**src/rtl/btn_dir_ctrl.sv**
```systemverilog
// btn_dir_ctrl: five-button synchronizer/debouncer feeding a snake heading controller.
// Optional pause on BtnC is enabled by defining the macro SNAKE_PAUSE_EN.
module btn_dir_ctrl #(
   parameter int unsigned DEBOUNCE_CYCLES = 250000,
   parameter int unsigned CNT_W           = 18
) (
   input  logic       ClkPort,
   input  logic       reset_n,
   input  logic       BtnU,
   input  logic       BtnR,
   input  logic       BtnD,
   input  logic       BtnL,
   input  logic       BtnC,
   input  logic       game_tick,
   output logic [1:0] dir,
   output logic       dir_changed,
   output logic [4:0] btn_pulse,
   output logic       paused,
   output logic       start_pulse
);

   localparam logic [1:0]       DIR_UP    = 2'b00;
   localparam logic [1:0]       DIR_RIGHT = 2'b01;
   localparam logic [1:0]       DIR_DOWN  = 2'b10;
   localparam logic [1:0]       DIR_LEFT  = 2'b11;
   localparam logic [CNT_W-1:0] CNT_LAST  = CNT_W'(DEBOUNCE_CYCLES - 1);

   logic [4:0]       raw_s;
   logic [4:0]       sync1_q;
   logic [4:0]       sync2_q;
   logic [4:0]       clean_q;
   logic [4:0]       clean_d;
   logic [4:0]       clean_prev_q;
   logic [4:0]       pulse_q;
   logic [CNT_W-1:0] cnt_q [5];
   logic [CNT_W-1:0] cnt_d [5];

   logic [1:0] dir_q;
   logic [1:0] dir_d;
   logic [1:0] pend_dir_q;
   logic [1:0] pend_dir_d;
   logic       pend_valid_q;
   logic       pend_valid_d;
   logic       dir_changed_q;
   logic       dir_changed_d;
   logic       start_q;
   logic       press_s;
   logic [1:0] press_dir_s;
   logic       commit_s;
   logic       paused_s;

   assign raw_s = {BtnC, BtnL, BtnD, BtnR, BtnU};

   // Debounce: count while the synced level disagrees with the clean level, flip on the last count.
   always_comb begin
      clean_d = clean_q;
      for (int i = 0; i < 5; i++) begin
         cnt_d[i] = '0;
         if (sync2_q[i] != clean_q[i]) begin
            if (cnt_q[i] == CNT_LAST) begin
               clean_d[i] = ~clean_q[i];
               cnt_d[i]   = '0;
            end else begin
               cnt_d[i]   = cnt_q[i] + CNT_W'(1);
            end
         end else begin
            cnt_d[i] = '0;
         end
      end
   end

   // Synchronizers, debounce counters, clean levels and rising-edge press pulses.
   always_ff @(posedge ClkPort or negedge reset_n) begin
      if (!reset_n) begin
         sync1_q      <= 5'b00000;
         sync2_q      <= 5'b00000;
         clean_q      <= 5'b00000;
         clean_prev_q <= 5'b00000;
         pulse_q      <= 5'b00000;
         for (int i = 0; i < 5; i++) begin
            cnt_q[i] <= '0;
         end
      end else begin
         sync1_q      <= raw_s;
         sync2_q      <= sync1_q;
         clean_q      <= clean_d;
         clean_prev_q <= clean_q;
         pulse_q      <= clean_q & ~clean_prev_q;
         for (int i = 0; i < 5; i++) begin
            cnt_q[i] <= cnt_d[i];
         end
      end
   end

   // Fixed-priority pick among simultaneous direction presses: U > R > D > L.
   always_comb begin
      press_s     = 1'b1;
      press_dir_s = DIR_UP;
      if (pulse_q[0]) begin
         press_dir_s = DIR_UP;
      end else if (pulse_q[1]) begin
         press_dir_s = DIR_RIGHT;
      end else if (pulse_q[2]) begin
         press_dir_s = DIR_DOWN;
      end else if (pulse_q[3]) begin
         press_dir_s = DIR_LEFT;
      end else begin
         press_s     = 1'b0;
      end
   end

   assign commit_s = game_tick & ~paused_s & pend_valid_q;

   // Commit the old pending heading on a tick; a same-cycle press is judged against the pre-commit heading.
   always_comb begin
      dir_d         = dir_q;
      pend_dir_d    = pend_dir_q;
      pend_valid_d  = pend_valid_q;
      dir_changed_d = 1'b0;
      if (commit_s) begin
         dir_d         = pend_dir_q;
         pend_valid_d  = 1'b0;
         dir_changed_d = (pend_dir_q != dir_q);
      end else begin
         dir_d         = dir_q;
      end
      if (press_s && (press_dir_s != (dir_q ^ 2'b10))) begin
         pend_dir_d   = press_dir_s;
         pend_valid_d = 1'b1;
      end else begin
         pend_dir_d   = pend_dir_d;
      end
   end

   // Heading, pending request and one-cycle status pulses.
   always_ff @(posedge ClkPort or negedge reset_n) begin
      if (!reset_n) begin
         dir_q         <= DIR_RIGHT;
         pend_dir_q    <= DIR_UP;
         pend_valid_q  <= 1'b0;
         dir_changed_q <= 1'b0;
         start_q       <= 1'b0;
      end else begin
         dir_q         <= dir_d;
         pend_dir_q    <= pend_dir_d;
         pend_valid_q  <= pend_valid_d;
         dir_changed_q <= dir_changed_d;
         start_q       <= pulse_q[4];
      end
   end

`ifdef SNAKE_PAUSE_EN
   logic paused_q;
   logic paused_d;

   // Each debounced BtnC press toggles pause.
   always_comb begin
      paused_d = paused_q ^ pulse_q[4];
   end

   // Pause level register.
   always_ff @(posedge ClkPort or negedge reset_n) begin
      if (!reset_n) begin
         paused_q <= 1'b0;
      end else begin
         paused_q <= paused_d;
      end
   end

   assign paused_s = paused_q;
`else
   assign paused_s = 1'b0;
`endif

   assign dir         = dir_q;
   assign dir_changed = dir_changed_q;
   assign btn_pulse   = pulse_q;
   assign paused      = paused_s;
   assign start_pulse = start_q;

endmodule

```
**config.mk**
```make
export PLATFORM = sky130hd
export DESIGN_NAME = btn_dir_ctrl
export DESIGN_NICKNAME = d
export VERILOG_FILES = /design/src/rtl/btn_dir_ctrl.sv
export SDC_FILE = /design/constraint.sdc
export NUM_CORES = 1
export LEC_CHECK = 0
export ABC_AREA = 1
export BUFFER_PORTS_ARGS = -buffer_cell sky130_fd_sc_hd__buf_4
export CAP_MARGIN = 5
export CORE_ASPECT_RATIO = 0.6
export CORE_MARGIN = 10
export CORE_UTILIZATION = 65
export DETAILED_ROUTE_END_ITERATION = 8
export PLACE_DENSITY = 0.8
export RECOVER_POWER = 50
export SYNTH_ARGS = -nofsm -noshare
export SYNTH_HDL_FRONTEND = slang
export SYNTH_SLANG_ARGS = --single-unit
export TNS_END_PERCENT = 10
```
**constraint.sdc**
```tcl
create_clock -name ClkPort -period 3.5 [get_ports ClkPort]
set_clock_uncertainty 0.1 [all_clocks]
set_input_delay 0.875 -clock ClkPort [delete_from_list [all_inputs] [get_ports ClkPort]]
set_output_delay 0.875 -clock ClkPort [all_outputs]
set_load 0.05 [all_outputs]
```
* Yosys cells after proc, flatten, opt, wreduce, memory -nomap -nowiden
Cells that the tools add are included.
** Word-level totals
- Output and inout port bits :: 10
- Register bits :: 122
- Input bits :: 8
- Logic and storage cells :: 73
** Operators by class
- Reduce and logical (&&, ||, !) cells :: 7
- Bitwise gates (word level) :: 9
- Equality and inequality tests :: 12
- Multiplexer cells :: 21
- Add/subtract/negate cells :: 5
** Operator list (count)
- 18-bit 2-to-1 mux :: 10
- 18-bit by 1-bit adder with 18-bit output, second input constant :: 5
- 18-bit equality test, second input constant :: 5
- 2-bit AND reduction :: 5
- 2-bit 2-to-1 mux :: 4
- 1-bit 2-to-1 mux :: 7
- 1-bit NOT :: 6
- 5-bit bitwise AND :: 1
- 1-bit != test :: 5
- 5-bit NOT :: 1
- 2-bit != test :: 2
- 2-bit nonzero test :: 1
- 1-bit bitwise AND :: 1
- 1-bit logical AND :: 1

* Logic depth before layout (Yosys ltp)
Gate-level depths: netlist (run 1).
- Depth after elaboration :: 7
- Depth in mapped cells :: 10
- Mapped depth without buffers :: 10

* Least setup slack after synthesis (run 1)
OpenSTA, ideal clock, no wires.
- Path kind :: flip-flop to output port
- Start point :: register dir_q[0] (netlist: dir[0])
- End point :: output port dir[0]
- Path slack :: 1838 ps
- Cell stages (with the launch flop) :: 1
- Buffers on the path :: 0
- Arrival :: 687 ps
- Data required time :: 2525 ps
- Cells stage by stage :: dfstp_2
** RTL lines
- from (decl) :: line 38 : logic [1:0] dir_q;
- from (signal assigned) :: line 144 : dir_q <= dir_d;
- to (decl) :: line 15 : output logic [1:0] dir,
No word-level cell between the ends.

==> results.py, run 1 <==
metrics = {
    "status": {
        "outcome": "finished, violations left",
        "violations": "capacitance limit, slew limit",
    },
    "setup_path": {
        "crit_slowest_cell": "clkbuf_1",
        "max_stage_delay_ns": 1.44,
        "ff2ff_setup_slack_ns": 1.65,
        "worstReg2RegEnd": "cnt_q[43]",
        "critPathRequiredTime_ns": 3.94,
        "crit_chain": "clkbuf_1 > buf_12",
        "critPathBufInv": 2,
        "crit_family": "buffers and inverters",
        "rr_worst_depth": 4,
        "critPathKind": "input pin to async pin",
        "reg2reg_from": "clean_q[2]",
        "startpoint_type": "input pin",
        "crit_arrival_ns": 2.85,
        "crit_path_end": "cnt_q[80]",
        "crit_cells": 2,
        "crit_fanout": 85,
        "cp-end-kind": "async pin",
        "startpoint": "reset_n",
    },
    "drt": {
        "routed_wirelength_um": 14400,
        "vias_per_cell": 5.48,
        "num_vias": 5418,
        "routedWlPerCell_um": 14.6,
        "drtIter0Drc": 652,
        "drc": 0,
        "first_pass_iters": 5,
        "detail-route-antenna-nets": 0,
    },
    "placed_design": {
        "gp_congestion": 0.960,
        "dpl.hpwl_um": 9890,
        "portBuffers": 16,
    },
    "sta": {
        "max_freq_mhz": 415,
        "rsz0062_at_grt": "no",
        "hold_viol": 0,
        "period_needed_ns": 2.41,
        "setup-tns-final_ns": 0,
        "tightest_slew_ns": 2.06,
        "finalMaxSlewViolations": 38,
        "slew_headroom_pct": -37.0,
        "setup_viol": 0,
        "fin_crit_sh_pct": 68.8,
    },
    "power": {
        "switchingPower_uw": 699,
        "clkPwrFrac_pct": 53.7,
        "total_leakage_power_nw": 3.23,
        "swShare_pct": 20.7,
        "p_per_area_mw_per_mm2": 461,
        "power_frac_seq_pct": 43.1,
        "ir_drop_uv": 399,
        "p_int_mw": 2.67,
        "combPwrFrac_pct": 3.1,
    },
    "clocking": {
        "post_cts_resized": 0,
        "clock_sinks": 122,
        "cts_inserted_buffers": 17,
        "post_cts_buffers": 0,
        "cts_max_path_buffers": 2,
        "clk_pin_slew_ns": 0.06,
        "htree_levels": 4,
        "ctsHoldBuffers": 0,
        "cts_tree": "built",
        "insertion_delay_ns": 0.41,
        "ctsRootBufferMaster": "clkbuf_16",
    },
    "floorplanning": {
        "rows": 27,
        "die_h_um": 97.0,
        "design.core.area_sq_mm": 0.00939,
        "pin_count": 18,
        "initial_core_util_pct": 68.3,
        "die-area_sq_mm": 0.0144,
        "fp.dieW_um": 148,
    },
    "logic_synthesis": {
        "synthesis.nets": 825,
        "synth_top_family_by_area": "simple AND/OR/NAND/NOR gates",
        "synthCells": 812,
        "ys_seq_area_share_pct": 47.6,
        "synthSimpleGateAreaFrac_pct": 37.1,
        "synth_mux_area_share_pct": 0.176,
        "synth-xor-area-share_pct": 6.12,
        "syn_area_sq_mm": 0.00641,
        "synth_fa_ha_area_share_pct": 0.975,
        "synth_compound_area_share_pct": 2.05,
        "synth-seq-cells": 122,
        "yosysWarningCount": 0,
        "synthDistinctLibCells": 34,
        "syn_avg_cell_area_sq_um": 7.90,
    },
    "layout": {
        "final_net_count": 859,
        "layout_common_cells": "nor2_1 (194), nand2_1 (173), dfrtp_1 (121)",
        "layout_commonest_cell": "nor2_1",
        "area_growth_syn_to_layout_pct": 13.9,
        "drive_gt1_share_pct": 14.0,
        "insertedDiodeCount": 0,
        "utilization_pct": 77.8,
    },
    "global_route": {
        "grt.total_usage_pct": 20.7,
        "grt_overflow_total": 0,
        "antenna_found_initial": 0,
        "grt_pass1_vias": 4992,
        "grt_max_degree": 86,
        "grt_pass1_wl_um": 24400,
    },
    "hold_path": {
        "hold_class": "flop to flop",
    },
    "run": {
        "drv_cap": 1,
    },
}
==> flip-flops by register name (all words and copies together), names as in the netlist <==
signal,cells
cnt_q,90
btn_pulse,5
clean_prev_q,5
clean_q,5
sync1_q,5
sync2_q,5
dir,2
pend_dir_q,2
dir_changed,1
pend_valid_q,1
start_pulse,1
==> worst min-delay path by stage <==
stage,startpoint,end,slack (ns),depth (start not counted)
6_report,sync1_q[3],sync2_q[3],0.24,0
5_1_grt,sync1_q[3],sync2_q[3],0.24,0
4_1_cts,sync1_q[3],sync2_q[3],0.24,0
3_5_place_dp,sync1_q[3],sync2_q[3],0.24,0
3_3_place_gp,sync1_q[2],sync2_q[2],0.23,0
2_1_floorplan,sync1_q[0],sync2_q[0],0.23,0
==> per-layer routing <==
metal / vias to the layer above / track usage (%) / routed length (um)
li1: 2598 / - / -
met1: 2544 / 30.0 / 6700
met2: 248 / 29.3 / 6180
met3: 28 / 5.80 / 1300
met4: 0 / 6.25 / 201
met5: - / 0 / 0
==> power groups by stage <==
stage          logic [mW]  clock network (mW)  registers [mW]
6_report            0.105                1.81            1.45
5_1_grt             0.121                1.91            1.46
2_1_floorplan      0.0503                   0            1.48
3_5_place_dp        0.107                   0            1.48
4_1_cts             0.109                1.84            1.45
3_3_place_gp        0.104                   0            1.48
==> stage by stage <==
stage / hold WS [ns] / setup WS [ns] / instances / area, sq um / power [mW]
floorplan: 0.231 / 1.84 / 812 / 6410 / 1.53
global placement: 0.232 / 1.72 / 957 / 6710 / 1.58
detailed placement: 0.236 / 1.71 / 957 / 6710 / 1.58
CTS: 0.238 / 1.34 / 988 / 7320 / 3.40
global route: 0.236 / 0.703 / 988 / 7300 / 3.48
finish: 0.239 / 1.09 / 988 / 7300 / 3.37
==> kinds of logic (layout without fill, tap and decap cells) <==
| family | after synthesis | after routing |
|---|---|---|
| fa+ha+maj | 5 | 5 |
| flops | 122 | 122 |
| buf+inv | 99 | 145 |
| simple gates | 515 | 515 |
| compound gates | 25 | 25 |
| other cells | 1 | 1 |
| mux | 1 | 1 |
| xor+xnor | 44 | 44 |
==> layout make-up <==
type / instances / area (sq um)
Sequential cell: 122 / 3050
Multi-Input combinational cell: 591 / 2970
Fill cell: 656 / 2090
Clock buffer: 25 / 505
Inverter: 97 / 364
Tap cell: 130 / 163
Timing Repair Buffer: 17 / 136
Clock inverter: 6 / 110
==> cell usage after synthesis, drive strengths merged <==
| master | count | area (sq um) |
|---|---|---|
| nor2 | 224 | 963 |
| nand2 | 189 | 762 |
| dfrtp | 121 | 3030 |
| inv | 97 | 364 |
| nand3 | 53 | 295 |
| xor2 | 26 | 228 |
| xnor2 | 18 | 165 |
| nand4 | 17 | 113 |
| a21oi | 16 | 83.8 |
| nor3 | 16 | 129 |
| nor3b | 8 | 60.1 |
| o21ai | 7 | 35.0 |
| nand3b | 6 | 45.0 |
| ha | 5 | 62.6 |
| a31oi | 2 | 12.5 |
| and2 | 2 | 15.0 |
| buf | 2 | 12.5 |
| conb | 1 | 3.75 |
| dfstp | 1 | 26.3 |
| mux2 | 1 | 11.3 |
Note: power is estimated with default switching activity, not from simulation.
==> inputs of run 2 (changes only) <==
--- a/config.mk
+++ b/config.mk
@@ -10,9 +10,9 @@
 export CAP_MARGIN = 5
 export CORE_ASPECT_RATIO = 0.6
 export CORE_MARGIN = 10
-export CORE_UTILIZATION = 65
+export CORE_UTILIZATION = 56
 export DETAILED_ROUTE_END_ITERATION = 8
-export PLACE_DENSITY = 0.8
+export PLACE_DENSITY = 0.73
 export RECOVER_POWER = 50
 export SYNTH_ARGS = -nofsm -noshare
 export SYNTH_HDL_FRONTEND = slang
==> constraint.sdc (replaced) <==
create_clock -name ClkPort -period 2.03 [get_ports ClkPort]
set_clock_uncertainty 0.1 [all_clocks]
set_input_delay 0.5075 -clock ClkPort [delete_from_list [all_inputs] [get_ports ClkPort]]
set_output_delay 0.5075 -clock ClkPort [all_outputs]
set_load 0.05 [all_outputs]
==> results.py, run 2 (synthesized netlist as in run 1, its figures left out) <==
metrics = {
    "setup_path": {
        "crit_arrival_ns": 1.21,
        "cp-end-kind": "primary output",
        "crit_slowest_cell": "dfstp_1",
        "ff2ff_setup_slack_ns": 0.40,
        "critPathBufInv": 1,
        "crit_fanout": 4,
        "max_stage_delay_ns": 0.59,
        "critPathRequiredTime_ns": 1.42,
        "crit_cells": 1,
        "critPathKind": "flop to primary output",
        "rr_worst_depth": 8,
        "crit_family": "flip-flops",
        "crit_chain": "buf_4",
        "startpoint_type": "flop",
    },
    "floorplanning": {
        "design.core.area_sq_mm": 0.0113,
        "rows": 30,
        "die-area_sq_mm": 0.0163,
        "fp.dieW_um": 158,
        "die_h_um": 103,
        "pin_count": 18,
        "initial_core_util_pct": 57.0,
    },
    "layout": {
        "layout_common_cells": "nor2_1 (193), nand2_1 (173), dfrtp_1 (121)",
        "layout_commonest_cell": "nor2_1",
        "final_cells": 1010,
        "area_growth_syn_to_layout_pct": 14.1,
        "insertedDiodeCount": 0,
        "largest_reg_flops": 90,
        "final_net_count": 866,
        "fill_cells": 935,
        "drive_gt1_share_pct": 14.5,
        "top_register": "cnt_q",
    },
    "sta": {
        "finalMaxSlewViolations": 0,
        "period_needed_ns": 1.82,
        "slew_headroom_pct": 58.3,
        "tightest_slew_ns": 0.626,
        "hold_viol": 0,
        "setup_viol": 0,
        "rsz0062_at_grt": "no",
        "max_freq_mhz": 549,
        "setup-tns-final_ns": 0,
        "fin_crit_sh_pct": 89.8,
    },
    "global_route": {
        "grt_pass1_vias": 5018,
        "antenna_found_initial": 0,
        "grt.total_usage_pct": 18.1,
        "grt_overflow_total": 0,
        "grt_max_degree": 33,
        "grt_pass1_wl_um": 23700,
    },
    "drt": {
        "drtIter0Drc": 414,
        "vias_per_cell": 5.15,
        "first_pass_iters": 5,
        "routed_wirelength_um": 13500,
        "num_vias": 5200,
        "drc": 0,
        "routedWlPerCell_um": 13.4,
        "detail-route-antenna-nets": 0,
    },
    "clocking": {
        "post_cts_buffers": 0,
        "cts_tree": "built",
        "clk_pin_slew_ns": 0.05,
        "htree_levels": 4,
        "post_cts_resized": 0,
        "clock_sinks": 122,
        "cts_inserted_buffers": 17,
        "insertion_delay_ns": 0.42,
        "ctsRootBufferMaster": "clkbuf_16",
        "cts_max_path_buffers": 2,
    },
    "power": {
        "swShare_pct": 21.4,
        "p_int_mw": 4.29,
        "clkPwrFrac_pct": 50.6,
        "switchingPower_mw": 1.17,
        "total_leakage_power_nw": 3.23,
        "p_per_area_mw_per_mm2": 745,
        "combPwrFrac_pct": 3.5,
        "ir_drop_uv": 566,
        "power_mw": 5.46,
        "power_frac_seq_pct": 45.9,
    },
    "placed_design": {
        "placedCellCount": 977,
        "portBuffers": 16,
        "dpl.hpwl_um": 10000,
        "gp_congestion": 0.943,
    },
    "status": {
        "outcome": "complete, no violations",
    },
    "hold_path": {
        "hold_depth": 1,
        "hold_class": "input pin to flop",
    },
    "run": {
        "drv_cap": 0,
    },
}
==> run 2: final timing paths <==
path | start | to
setup / recovery | dir[0] | dir[0]
hold reg to reg | sync1_q[1] | sync2_q[1]
setup reg to reg | cnt_q[72] | cnt_q[76]
max in group asynchronous | reset_n | cnt_q[28]
min in group asynchronous | reset_n | cnt_q[51]
hold / removal | BtnL | sync1_q[3]
==> run 2: through the flow <==
stage / hold WS (ns) / util [%] / setup slack, ns / area (sq um)
finish: 0.119 / 65.0 / 0.208 / 7320
CTS: 0.0872 / 65.3 / 0.228 / 7350
floorplan: 0.112 / - / 0.556 / 6410
global route: 0.110 / 65.0 / 0.142 / 7320
detailed placement: 0.238 / 60.3 / 0.423 / 6790
global placement: 0.234 / 60.3 / 0.465 / 6790
==> run 2: cell type report <==
type                    instances  area, sq um  share of cell area, %
flip-flops and latches        122         3050                   41.7
multi-input cells             591         2980                   40.7
clock buffers                  31          538                   7.35
inverters                      97          364                   4.98
repair buffers                 24          193                   2.63
well taps                     144          180                   2.46
clock inverters                 1         7.51                  0.103
==> run 2: timing repair <==
item                                    4_1_cts  5_1_grt
hold buffers                                  1        0
endpoints found under the hold margin        19        0
endpoints found under the setup margin        0        0
==> run 2: worst reg2reg max path: stages (launching register included) <==
cell and delay [ns]:
dfrtp_1 0.41, ha_1 0.21, nand2_2 0.10, nor2_4 0.14, inv_2 0.06, nor2_2 0.09, nand3_2 0.13, nand2_2 0.18
a21oi_1 0.07
==> run 2: power groups by stage <==
stage | combinational [mW] | clock, mW | sequential, mW
finish | 0.191 | 2.76 | 2.51
CTS | 0.206 | 2.82 | 2.51
global route | 0.221 | 2.95 | 2.51
floorplan | 0.0868 | 0 | 2.55
detailed placement | 0.203 | 0 | 2.55
global placement | 0.197 | 0 | 2.54
==> run 2: layer usage <==
layer	routed length, um	GRT usage (%)
met5	0	0
met4	133	6.45
met3	686	4.13
met2	6000	27.0
met1	6710	25.4
==> inputs of run 3 (changes only) <==
--- a/config.mk
+++ b/config.mk
@@ -5,14 +5,13 @@
 export SDC_FILE = /design/constraint.sdc
 export NUM_CORES = 1
 export LEC_CHECK = 0
-export ABC_AREA = 1
 export BUFFER_PORTS_ARGS = -buffer_cell sky130_fd_sc_hd__buf_4
 export CAP_MARGIN = 5
 export CORE_ASPECT_RATIO = 0.6
 export CORE_MARGIN = 10
-export CORE_UTILIZATION = 56
+export CORE_UTILIZATION = 65
 export DETAILED_ROUTE_END_ITERATION = 8
-export PLACE_DENSITY = 0.73
+export PLACE_DENSITY = 0.8
 export RECOVER_POWER = 50
 export SYNTH_ARGS = -nofsm -noshare
 export SYNTH_HDL_FRONTEND = slang
==> constraint.sdc (replaced) <==
create_clock -name ClkPort -period 2.25 [get_ports ClkPort]
set_clock_uncertainty 0.1 [all_clocks]
set_input_delay 0.5625 -clock ClkPort [delete_from_list [all_inputs] [get_ports ClkPort]]
set_output_delay 0.5625 -clock ClkPort [all_outputs]
set_load 0.05 [all_outputs]
==> results.py, run 3 <==
metrics = {
    "status": {
        "outcome": "complete, no violations",
    },
    "logic_synthesis": {
        "synth_mux_area_share_pct": 1.55,
        "synthSimpleGateAreaFrac_pct": 23.6,
        "synthDistinctLibCells": 51,
        "yosysWarningCount": 0,
        "synth.top_cell.area_share_pct": 52.7,
        "synth_area_leaders": "dfrtp_1 (53%), xnor2_1 (5.8%), nor2_1 (5.4%)",
        "yosys.area.top_type": "dfrtp_1",
        "syn_avg_cell_area_sq_um": 10.3,
        "synth-seq-cells": 122,
        "synth-xor-area-share_pct": 10.5,
        "yosys_most_used_dff": "dfrtp_1",
        "synthCells": 557,
        "synth_compound_area_share_pct": 7.40,
        "syn_area_sq_mm": 0.00575,
        "synth_edf_count": 0,
        "synth_fa_ha_area_share_pct": 1.09,
        "synthesis.nets": 570,
        "synthArstFlopShare_pct": 100,
        "ys_seq_area_share_pct": 53.2,
        "yosysMostFrequentCell": "dfrtp_1",
        "synth_top_family_by_area": "simple AND/OR/NAND/NOR gates",
        "synth_common_cells": "dfrtp_1 (121), nor2_1 (83), xnor2_1 (38)",
    },
    "sta": {
        "setup_viol": 0,
        "finalMaxSlewViolations": 0,
        "fin_crit_sh_pct": 90.0,
        "hold_viol": 0,
        "period_needed_ns": 2.03,
        "max_freq_mhz": 494,
        "tightest_slew_ns": 0.651,
        "setup-tns-final_ns": 0,
        "rsz0062_at_grt": "no",
        "slew_headroom_pct": 56.6,
    },
    "setup_path": {
        "ff2ff_setup_slack_ns": 0.27,
        "cp-end-kind": "primary output",
        "crit_fanout": 16,
        "crit_chain": "buf_4",
        "crit_slowest_cell": "dfstp_2",
        "critPathKind": "flop to primary output",
        "max_stage_delay_ns": 0.70,
        "critPathRequiredTime_ns": 1.59,
        "critPathBufInv": 1,
        "rr_worst_depth": 4,
        "crit_family": "flip-flops",
        "startpoint_type": "flop",
        "crit_arrival_ns": 1.36,
        "reg2reg_from": "cnt_q[26]",
        "worstReg2RegEnd": "cnt_q[35]",
    },
    "clocking": {
        "cts_inserted_buffers": 17,
        "htree_levels": 4,
        "ctsHoldBuffers": 1,
        "ctsRootBufferMaster": "clkbuf_16",
        "cts_max_path_buffers": 2,
        "post_cts_resized": 0,
        "post_cts_buffers": 0,
        "insertion_delay_ns": 0.41,
        "clk_pin_slew_ns": 0.05,
        "clock_sinks": 122,
        "cts_tree": "built",
    },
    "hold_path": {
        "hold_end": "sync1_q[4]",
        "min-delay-start": "BtnC",
        "hold_class": "input pin to flop",
        "hold_depth": 1,
    },
    "layout": {
        "insertedDiodeCount": 0,
        "top_register": "cnt_q",
        "final_net_count": 608,
        "area_growth_syn_to_layout_pct": 17.1,
        "fill_cells": 537,
        "layout_commonest_cell": "dfrtp_1",
        "layout_common_cells": "dfrtp_1 (121), nor2_1 (83), xnor2_1 (38)",
        "drive_gt1_share_pct": 14.8,
        "final_cells": 720,
        "stdcell_area_sq_mm": 0.00673,
        "largest_reg_flops": 90,
    },
    "run": {
        "drv_cap": 0,
    },
    "global_route": {
        "grt_pass1_wl_um": 20600,
        "antenna_found_initial": 0,
        "grt_overflow_total": 0,
        "grt.total_usage_pct": 19.0,
        "grt_pass1_vias": 4287,
        "grt_max_degree": 41,
    },
    "floorplanning": {
        "rows": 26,
        "initial_core_util_pct": 67.2,
        "fp.dieW_um": 141,
        "design.core.area_sq_mm": 0.00856,
        "die-area_sq_mm": 0.0131,
        "pin_count": 18,
        "die_h_um": 92.8,
    },
    "drt": {
        "drtIter0Drc": 360,
        "num_vias": 4263,
        "vias_per_cell": 5.92,
        "detail-route-antenna-nets": 0,
        "drc": 0,
        "routed_wirelength_um": 11700,
        "routedWlPerCell_um": 16.2,
        "first_pass_iters": 6,
    },
    "placed_design": {
        "placedCellCount": 687,
        "portBuffers": 16,
        "gp_congestion": 0.863,
        "dpl_cell_area_sq_mm": 0.00608,
        "dpl.hpwl_um": 7630,
    },
    "power": {
        "ir_drop_uv": 620,
        "p_per_area_mw_per_mm2": 809,
        "total_leakage_power_nw": 2.89,
    },
}
==> run 3: changes by cell type after synthesis, sizes merged, moves of 12 or more <==
| cell | previous run | this run |
|---|---|---|
| inv | 97 | 24 |
| nand3 | 53 | 31 |
| nor2 | 224 | 83 |
| or4 | 0 | 14 |
| or3 | 0 | 15 |
| and3 | 0 | 12 |
| nor4 | 0 | 18 |
| xnor2 | 18 | 38 |
| nand2 | 189 | 30 |
==> run 3: cell families (layout without fill, tap and decap cells) <==
group                      after synthesis  in the layout
AOI/OAI and AO/OA                       60             60
xor gates and xnor gates                69             69
adders and majority gates                5              5
buffers and inverters                   36             87
DFF                                    122            122
muxes                                    8              8
other                                    1              1
and+or+nand+nor                        256            256
==> run 3: where the power goes <==
part | switching (mW) | total (mW) | internal (mW)
clock network | 0.962 | 3.04 | 2.08
registers | 0.0287 | 2.26 | 2.23
logic | 0.0961 | 0.144 | 0.0483
total | 1.09 | 5.44 | 4.36
==> run 3: worst max-delay path by stage <==
stage	start	end	slack, ns	cells past startpoint
3_3_place_gp	cnt_q[0]	cnt_q[16]	0.39	5
2_1_floorplan	dir[0]	pend_dir_q[0]	0.39	4
6_report	dir[0]	dir[0]	0.22	1
3_5_place_dp	cnt_q[26]	cnt_q[35]	0.31	4
4_1_cts	dir[0]	dir[0]	0.22	1
5_1_grt	reset_n	cnt_q[29]	0.09	3
==> run 3: cell type report <==
| class | instances | area, sq um | share of cell area (%) |
|---|---|---|---|
| Clock inverter | 11 | 190 | 2.83 |
| Sequential cell | 122 | 3050 | 45.4 |
| Clock buffer | 21 | 480 | 7.14 |
| Timing Repair Buffer | 31 | 228 | 3.39 |
| Inverter | 24 | 90.1 | 1.34 |
| Tap cell | 112 | 140 | 2.08 |
| Multi-Input combinational cell | 399 | 2540 | 37.8 |
==> run 3: stage by stage <==
step / hold WS (ns) / power, mW / setup slack [ns] / utilization, %
2_1_floorplan: 0.167 / 2.36 / 0.393 / -
3_3_place_gp: 0.234 / 2.44 / 0.392 / 71.0
3_5_place_dp: 0.235 / 2.45 / 0.313 / 71.0
4_1_cts: 0.139 / 5.49 / 0.218 / 79.0
5_1_grt: 0.164 / 5.60 / 0.0870 / 78.6
6_report: 0.178 / 5.44 / 0.225 / 78.6
==> run 3: metal layers <==
layer  share of wire (%)  vias up  routed length [um]  global-route usage [%]
met5                   0        -                   0                       0
met4                 1.1        0                 127                    7.88
met3                 4.7       12                 548                    5.30
met2                  48      116                5650                    29.4
met1                  46     2096                5370                    24.9
li1                    -     2039                   -                       -
